## config.mk

```make
export PLATFORM = sky130hd
export DESIGN_NAME = x2050_stctl
export DESIGN_NICKNAME = d
export VERILOG_FILES = /design/src/rtl/x2050_stctl.sv
export SDC_FILE = /design/constraint.sdc
export NUM_CORES = 1
export LEC_CHECK = 0
export BUFFER_PORTS_ARGS = -buffer_cell sky130_fd_sc_hd__buf_2
export CORE_ASPECT_RATIO = 0.6
export CORE_MARGIN = 2
export CORE_UTILIZATION = 43
export CTS_CLUSTER_DIAMETER = 30
export DETAILED_ROUTE_END_ITERATION = 8
export PLACE_DENSITY = 0.77
export SETUP_SLACK_MARGIN = 0.15
export SLEW_MARGIN = 20
export SYNTH_ARGS = -nofsm -noshare
export SYNTH_HDL_FRONTEND = slang
export SYNTH_SLANG_ARGS = --single-unit
```

## constraint.sdc

```tcl
create_clock -name i_clk -period 1.7 [get_ports i_clk]
set_input_delay 0.34 -clock i_clk [delete_from_list [all_inputs] [get_ports i_clk]]
set_output_delay 0.34 -clock i_clk [all_outputs]
set_load 0.01 [all_outputs]
```

## src/rtl/x2050_stctl.sv

```systemverilog
// x2050_stctl: main-storage cycle controller for the 2050 datapath.
// Arbitrates one storage port between the CPU microcode and the channel.
// Word reads, word writes and byte writes are supported. A byte write runs
// as read-merge-write, so storage only ever sees full 32-bit words.
// Optional feature: define X2050_STCTL_PARITY_EN to add per-byte odd parity
// on the storage port (o_st_wpar / i_st_rpar) and the sticky o_perr flag.
// Parity bit k covers data bits [8k+7:8k], so bit 3 belongs to byte 0.

module x2050_stctl #(
    parameter int RD_LAT = 2,
    parameter int AW     = 24
) (
    input  logic          i_clk,
    input  logic          i_reset,
    input  logic          i_cpu_req,
    input  logic [1:0]    i_cpu_op,
    input  logic [AW-1:0] i_cpu_addr,
    input  logic [31:0]   i_cpu_wdata,
    output logic          o_cpu_ack,
    input  logic          i_ch_req,
    input  logic [1:0]    i_ch_op,
    input  logic [AW-1:0] i_ch_addr,
    input  logic [31:0]   i_ch_wdata,
    output logic          o_ch_ack,
    output logic [31:0]   o_rdata,
    output logic [AW-3:0] o_st_addr,
    output logic          o_st_rd,
    output logic          o_st_wr,
    output logic [31:0]   o_st_wdata,
    input  logic [31:0]   i_st_rdata,
`ifdef X2050_STCTL_PARITY_EN
    output logic [3:0]    o_st_wpar,
    input  logic [3:0]    i_st_rpar,
    output logic          o_perr,
`endif
    output logic          o_ros_hold,
    output logic          o_busy
);

    typedef enum logic [2:0] {IDLE, RD, RWAIT, MERGE, WR, DONE} state_t;

    localparam logic [2:0] WAIT_LAST = 3'(RD_LAT - 1);

    state_t        state;
    logic          owner_cpu;
    logic          byte_op;
    logic [1:0]    byte_off;
    logic [7:0]    byte_data;
    logic [2:0]    wait_cnt;
    logic [1:0]    fair_cnt;

    logic          grant_ch;
    logic          grant_cpu;
    logic [1:0]    sel_op;
    logic [AW-1:0] sel_addr;
    logic [31:0]   sel_wdata;
    logic [31:0]   merged;

`ifdef X2050_STCTL_PARITY_EN
    logic [3:0]    par_keep;

    function automatic logic [3:0] odd_par(input logic [31:0] w);
        logic [3:0] p;
        for (int k = 0; k < 4; k++) begin
            p[k] = ~^w[8*k +: 8];
        end
        return p;
    endfunction

    // Ignore the parity of the byte a byte write is about to overwrite
    always_comb begin
        par_keep = 4'hF;
        if (byte_op) begin
            par_keep = ~(4'b1000 >> byte_off);
        end
    end
`endif

    // Channel wins unless the CPU has already waited through two channel grants
    always_comb begin
        grant_ch  = i_ch_req && !(i_cpu_req && fair_cnt == 2'd2);
        grant_cpu = i_cpu_req && !grant_ch;
        sel_op    = i_cpu_op;
        sel_addr  = i_cpu_addr;
        sel_wdata = i_cpu_wdata;
        if (grant_ch) begin
            sel_op    = i_ch_op;
            sel_addr  = i_ch_addr;
            sel_wdata = i_ch_wdata;
        end
    end

    // Drop the latched write byte into its lane; byte 0 is the most significant
    always_comb begin
        merged = o_rdata;
        case (byte_off)
            2'd0: merged[31:24] = byte_data;
            2'd1: merged[23:16] = byte_data;
            2'd2: merged[15:8]  = byte_data;
            default: merged[7:0] = byte_data;
        endcase
    end

    assign o_ros_hold = i_cpu_req & ~o_cpu_ack;

    // Storage cycle sequencer; every strobe and ack is registered on entry to its state
    always_ff @(posedge i_clk) begin
        if (i_reset) begin
            state      <= IDLE;
            owner_cpu  <= 1'b0;
            byte_op    <= 1'b0;
            byte_off   <= 2'd0;
            byte_data  <= 8'h00;
            wait_cnt   <= 3'd0;
            fair_cnt   <= 2'd0;
            o_cpu_ack  <= 1'b0;
            o_ch_ack   <= 1'b0;
            o_rdata    <= 32'h0;
            o_st_addr  <= '0;
            o_st_rd    <= 1'b0;
            o_st_wr    <= 1'b0;
            o_st_wdata <= 32'h0;
            o_busy     <= 1'b0;
`ifdef X2050_STCTL_PARITY_EN
            o_st_wpar  <= 4'h0;
            o_perr     <= 1'b0;
`endif
        end else begin
            o_st_rd   <= 1'b0;
            o_st_wr   <= 1'b0;
            o_cpu_ack <= 1'b0;
            o_ch_ack  <= 1'b0;
            case (state)
                IDLE: begin
                    if (grant_ch || grant_cpu) begin
                        owner_cpu <= grant_cpu;
                        byte_op   <= (sel_op == 2'd2);
                        byte_off  <= sel_addr[1:0];
                        byte_data <= sel_wdata[7:0];
                        o_st_addr <= sel_addr[AW-1:2];
                        o_busy    <= 1'b1;
                        if (grant_cpu) begin
                            fair_cnt <= 2'd0;
                        end else if (i_cpu_req && fair_cnt != 2'd2) begin
                            fair_cnt <= fair_cnt + 2'd1;
                        end
                        if (sel_op == 2'd1) begin
                            state      <= WR;
                            o_st_wr    <= 1'b1;
                            o_st_wdata <= sel_wdata;
`ifdef X2050_STCTL_PARITY_EN
                            o_st_wpar  <= odd_par(sel_wdata);
`endif
                        end else begin
                            state   <= RD;
                            o_st_rd <= 1'b1;
                        end
                    end
                end
                RD: begin
                    state    <= RWAIT;
                    wait_cnt <= 3'd0;
                end
                RWAIT: begin
                    if (wait_cnt == WAIT_LAST) begin
                        o_rdata <= i_st_rdata;
`ifdef X2050_STCTL_PARITY_EN
                        if (|((odd_par(i_st_rdata) ^ i_st_rpar) & par_keep)) begin
                            o_perr <= 1'b1;
                        end
`endif
                        if (byte_op) begin
                            state <= MERGE;
                        end else begin
                            state     <= DONE;
                            o_cpu_ack <= owner_cpu;
                            o_ch_ack  <= !owner_cpu;
                        end
                    end else begin
                        wait_cnt <= wait_cnt + 3'd1;
                    end
                end
                MERGE: begin
                    state      <= WR;
                    o_st_wr    <= 1'b1;
                    o_st_wdata <= merged;
`ifdef X2050_STCTL_PARITY_EN
                    o_st_wpar  <= odd_par(merged);
`endif
                end
                WR: begin
                    state     <= DONE;
                    o_cpu_ack <= owner_cpu;
                    o_ch_ack  <= !owner_cpu;
                end
                DONE: begin
                    state  <= IDLE;
                    o_busy <= 1'b0;
                end
                default: begin
                    state  <= IDLE;
                    o_busy <= 1'b0;
                end
            endcase
        end
    end

endmodule
```

==> results.md <==
- Post-Syn Nets: 826
- GPL Wtd Cong: 0.878
- Clock slew at reported path FFs: 0.08 ns
- Reg2reg end: o_st_wdata[31]$_SDFFE_PP0P_
- Hold/Removal Path Class: input pin to flip-flop
- Die area: 13800 um^2
- Core Area: 12700 um^2
- Final hold viol count: 0
- Fraction of the cycle the final worst path needs: 1.03
- Number of global-route vias before repair: 5135
- RSZ-0062 raised after global routing: true
- Layout Nets: 1068
- Root buf cell: clkbuf_16
- Synth warn: 0
- Diode count: 0
- Largest net degree at the start of global routing: 54
- Rel. slew slack: 0.655
- Max IR drop VDD: 0.588 mV
- I/O Buffers: 243
- Die Width: 151 um
- Leak: 3.64 nW
- Total GRT Usage: 0.251
- Area growth from synthesis to layout: 43.6%
- # setup viols final: 28
- Min-Delay Path Depth: 3
- HPWL Detailed: 12.8 mm
- Cell Area, Placed: 7060 um^2
- Top-area cell type share of the netlist area: 0.401
- WHS Endpoint: o_rdata[12]$_SDFFE_PP0P_
- Cell Area, Synth: 5540 um^2
- H-tree lvl count: 3
- Asr flop ratio synth: 0
- Final-report max-slew violation count: 0
- Remaining DRCs: 0
- Clk_lat worst skew: 0.34 ns
- Final wirelength: 19.3 mm
- CP Class: flip-flop to flip-flop
- First-pass detailed-route iteration total: 5
- Worst Reg-to-Reg Cells: 8
- Setup TNS Final: -0.694 ns
- Die height: 91.9 um
- Fmax: 568 MHz
- Routed wire length per instance: 17.7 um
- Final min period: 1.76 ns
- Distinct cells, synth: 44
- Mapped Cells: 671
- Via count: 5849
- Clk buf depth: 2
- Critical path peak fanout: 5
- Placed insts: 1051
- Clock Skews: 0.00536 ns
- Hold_ws: 0.227 ns
- Power, Total: 8.35 mW
- Most area-hungry cell type in the Yosys netlist: dfxtp_1
- Final WS setup: -0.0593 ns
- R2R Setup Slk: -0.06 ns
- Drt initial violations: 351
- Critical Path Source Type: flip-flop
- Core Util, Final: 0.626
- Reg2reg start: fair_cnt[0]$_SDFFE_PP0P_
- Post-CTS Hold Fix Bufs: 0
- Hold path start: i_st_rdata[12]
- WP data required: 1.96 ns
- Fillers: 1059
- FF+latch count, synth: 111
- I/O pin count: 244
- Post-layout instance area: 7950 um^2
- Antenna violations before repair: 0
- Crit. End Element: flip-flop
- Worst slack, placed: -0.0659 ns
- Synth area leaders: dfxtp_1 (40%), nand2_1 (11%), mux2i_1 (7.2%), o211ai_1 (4.3%), a311oi_1 (4.0%)
- Global route overflow: 0
- Reg area: 2230 um^2
- Status: finished with violations
- Critical Path AT: 2.02 ns
- Worst-Margin Slew: 0.517 ns
- Max cap viols: 0
- Share of cells above drive strength 1: 0.416
- Vias/cell: 5.38
- First-pass GRT wire length: 27.1 mm
- Multi-input gate area: 3190 um^2
- Starting Density: 0.436
- Failing checks: setup timing
- Main flop type after synthesis: dfxtp_1
- Layout Cells excl Fill: 1088
- Cts bufs inserted: 9
- Post-synth EDFFs: 0
- CTS tree: done
- Row count: 32
- Syn_area_per_cell: 8.25 um^2
- Final ANT Viol Nets: 0
- Clock Sink Count: 111
- Pwr Density: 1050 nW/um^2
- Seq/Total Area, Yosys: 0.401
[synth_stat cells, types with 2 or more instances]
master    number
nand2_1      166
dfxtp_1      111
nor2_1        43
mux2i_1       40
a21oi_1       37
clkbuf_1      32
o211ai_1      32
a311oi_1      25
a211oi_1      24
inv_1         20
nand3b_1      20
buf_2         18
mux2_2        17
and3_1        12
o21a_1        10
a211o_1        8
a311o_1        8
buf_1          6
nand2b_1       4
nor2b_1        4
buf_4          3
buf_6          3
ha_1           3
nand3_1        2
nor3_1         2
nor3b_1        2
o21ai_0        2
[worst max-delay path by stage]
stage,startpoint,depth (start not counted),endpoint,slack [ns]
detailed placement,fair_cnt[0]$_SDFFE_PP0P_,7,o_st_wdata[18]$_SDFFE_PP0P_,-0.07
finish,fair_cnt[0]$_SDFFE_PP0P_,8,o_st_wdata[31]$_SDFFE_PP0P_,-0.06
global route,fair_cnt[0]$_SDFFE_PP0P_,8,o_st_wdata[31]$_SDFFE_PP0P_,-0.12
CTS,fair_cnt[0]$_SDFFE_PP0P_,8,o_st_wdata[2]$_SDFFE_PP0P_,-0.007
floorplan,fair_cnt[0]$_SDFFE_PP0P_,8,o_st_wdata[10]$_SDFFE_PP0P_,-0.0004
global placement,fair_cnt[0]$_SDFFE_PP0P_,7,o_st_wdata[17]$_SDFFE_PP0P_,0.01
[area by class of cell]
| type | count | share of cell area |
|---|---|---|
| sequential | 111 | 0.280 |
| clock inverter | 5 | 0.0110 |
| tap | 170 | 0.0268 |
| multi-input combinational | 476 | 0.401 |
| inverter | 21 | 0.00992 |
| timing repair buffer | 294 | 0.239 |
| clock buffer | 11 | 0.0318 |
[cells by family after synthesis]
logic type | share of synthesized area
multiplexers | 0.109
AND/OR/NAND/NOR | 0.210
buffers and inverters | 0.0673
adder cells (fa/ha/maj) | 0.00678
AO/OA/AOI/OAI | 0.204
XOR/XNOR | 0.00158
flip-flops | 0.401
[critical path, stage by stage, from the launching register on]
cell	delay (ns)
dfxtp_2	0.34
inv_2	0.04
ha_4	0.15
a21bo_4	0.25
mux2i_4	0.21
a21oi_4	0.17
buf_4	0.16
clkbuf_16	0.14
mux2i_1	0.21
[where the power goes]
group	internal [mW]	total, mW	switching, mW
Combinational	1.26	2.69	1.44
Sequential	2.94	3.26	0.320
Clock	1.39	2.40	1.01
[layer usage]
layer | vias to the layer above | GRT usage | part of all wire
met4 | 0 | 0.0417 | 0.011
met1 | 2745 | 0.370 | 0.47
li1 | 2841 | - | -
met3 | 20 | 0.0527 | 0.086
met2 | 243 | 0.379 | 0.43
met5 | - | 0 | 0
[sequential cells by signal, indices dropped and copies added, names as in the netlist, 2 cells and up]
name        flops
o_st_wdata     32
fair_cnt        2
o_rdata        32
byte_off        2
state           3
wait_cnt        3
byte_data       8
o_st_addr      22
[placed cells by master (no fill, tap or decap), drive strengths merged, types with 8 or more instances in the layout]
master / n
mux2: 17
a211o: 8
a21oi: 38
nor2: 43
a311oi: 25
a311o: 8
clkbuf: 15
a211oi: 24
nand3b: 20
mux2i: 41
dfxtp: 111
o211ai: 32
inv: 23
and3: 12
nand2: 166
o21a: 10
buf: 290
[repair_timing]
action                                  4_1_cts  5_1_grt
gates resized for setup                      11       55
pin swaps                                     3       17
buffers inserted                              5        8
endpoints found under the setup margin       92      107
gates cloned                                  2        6
(Power assumes the default switching activity.)
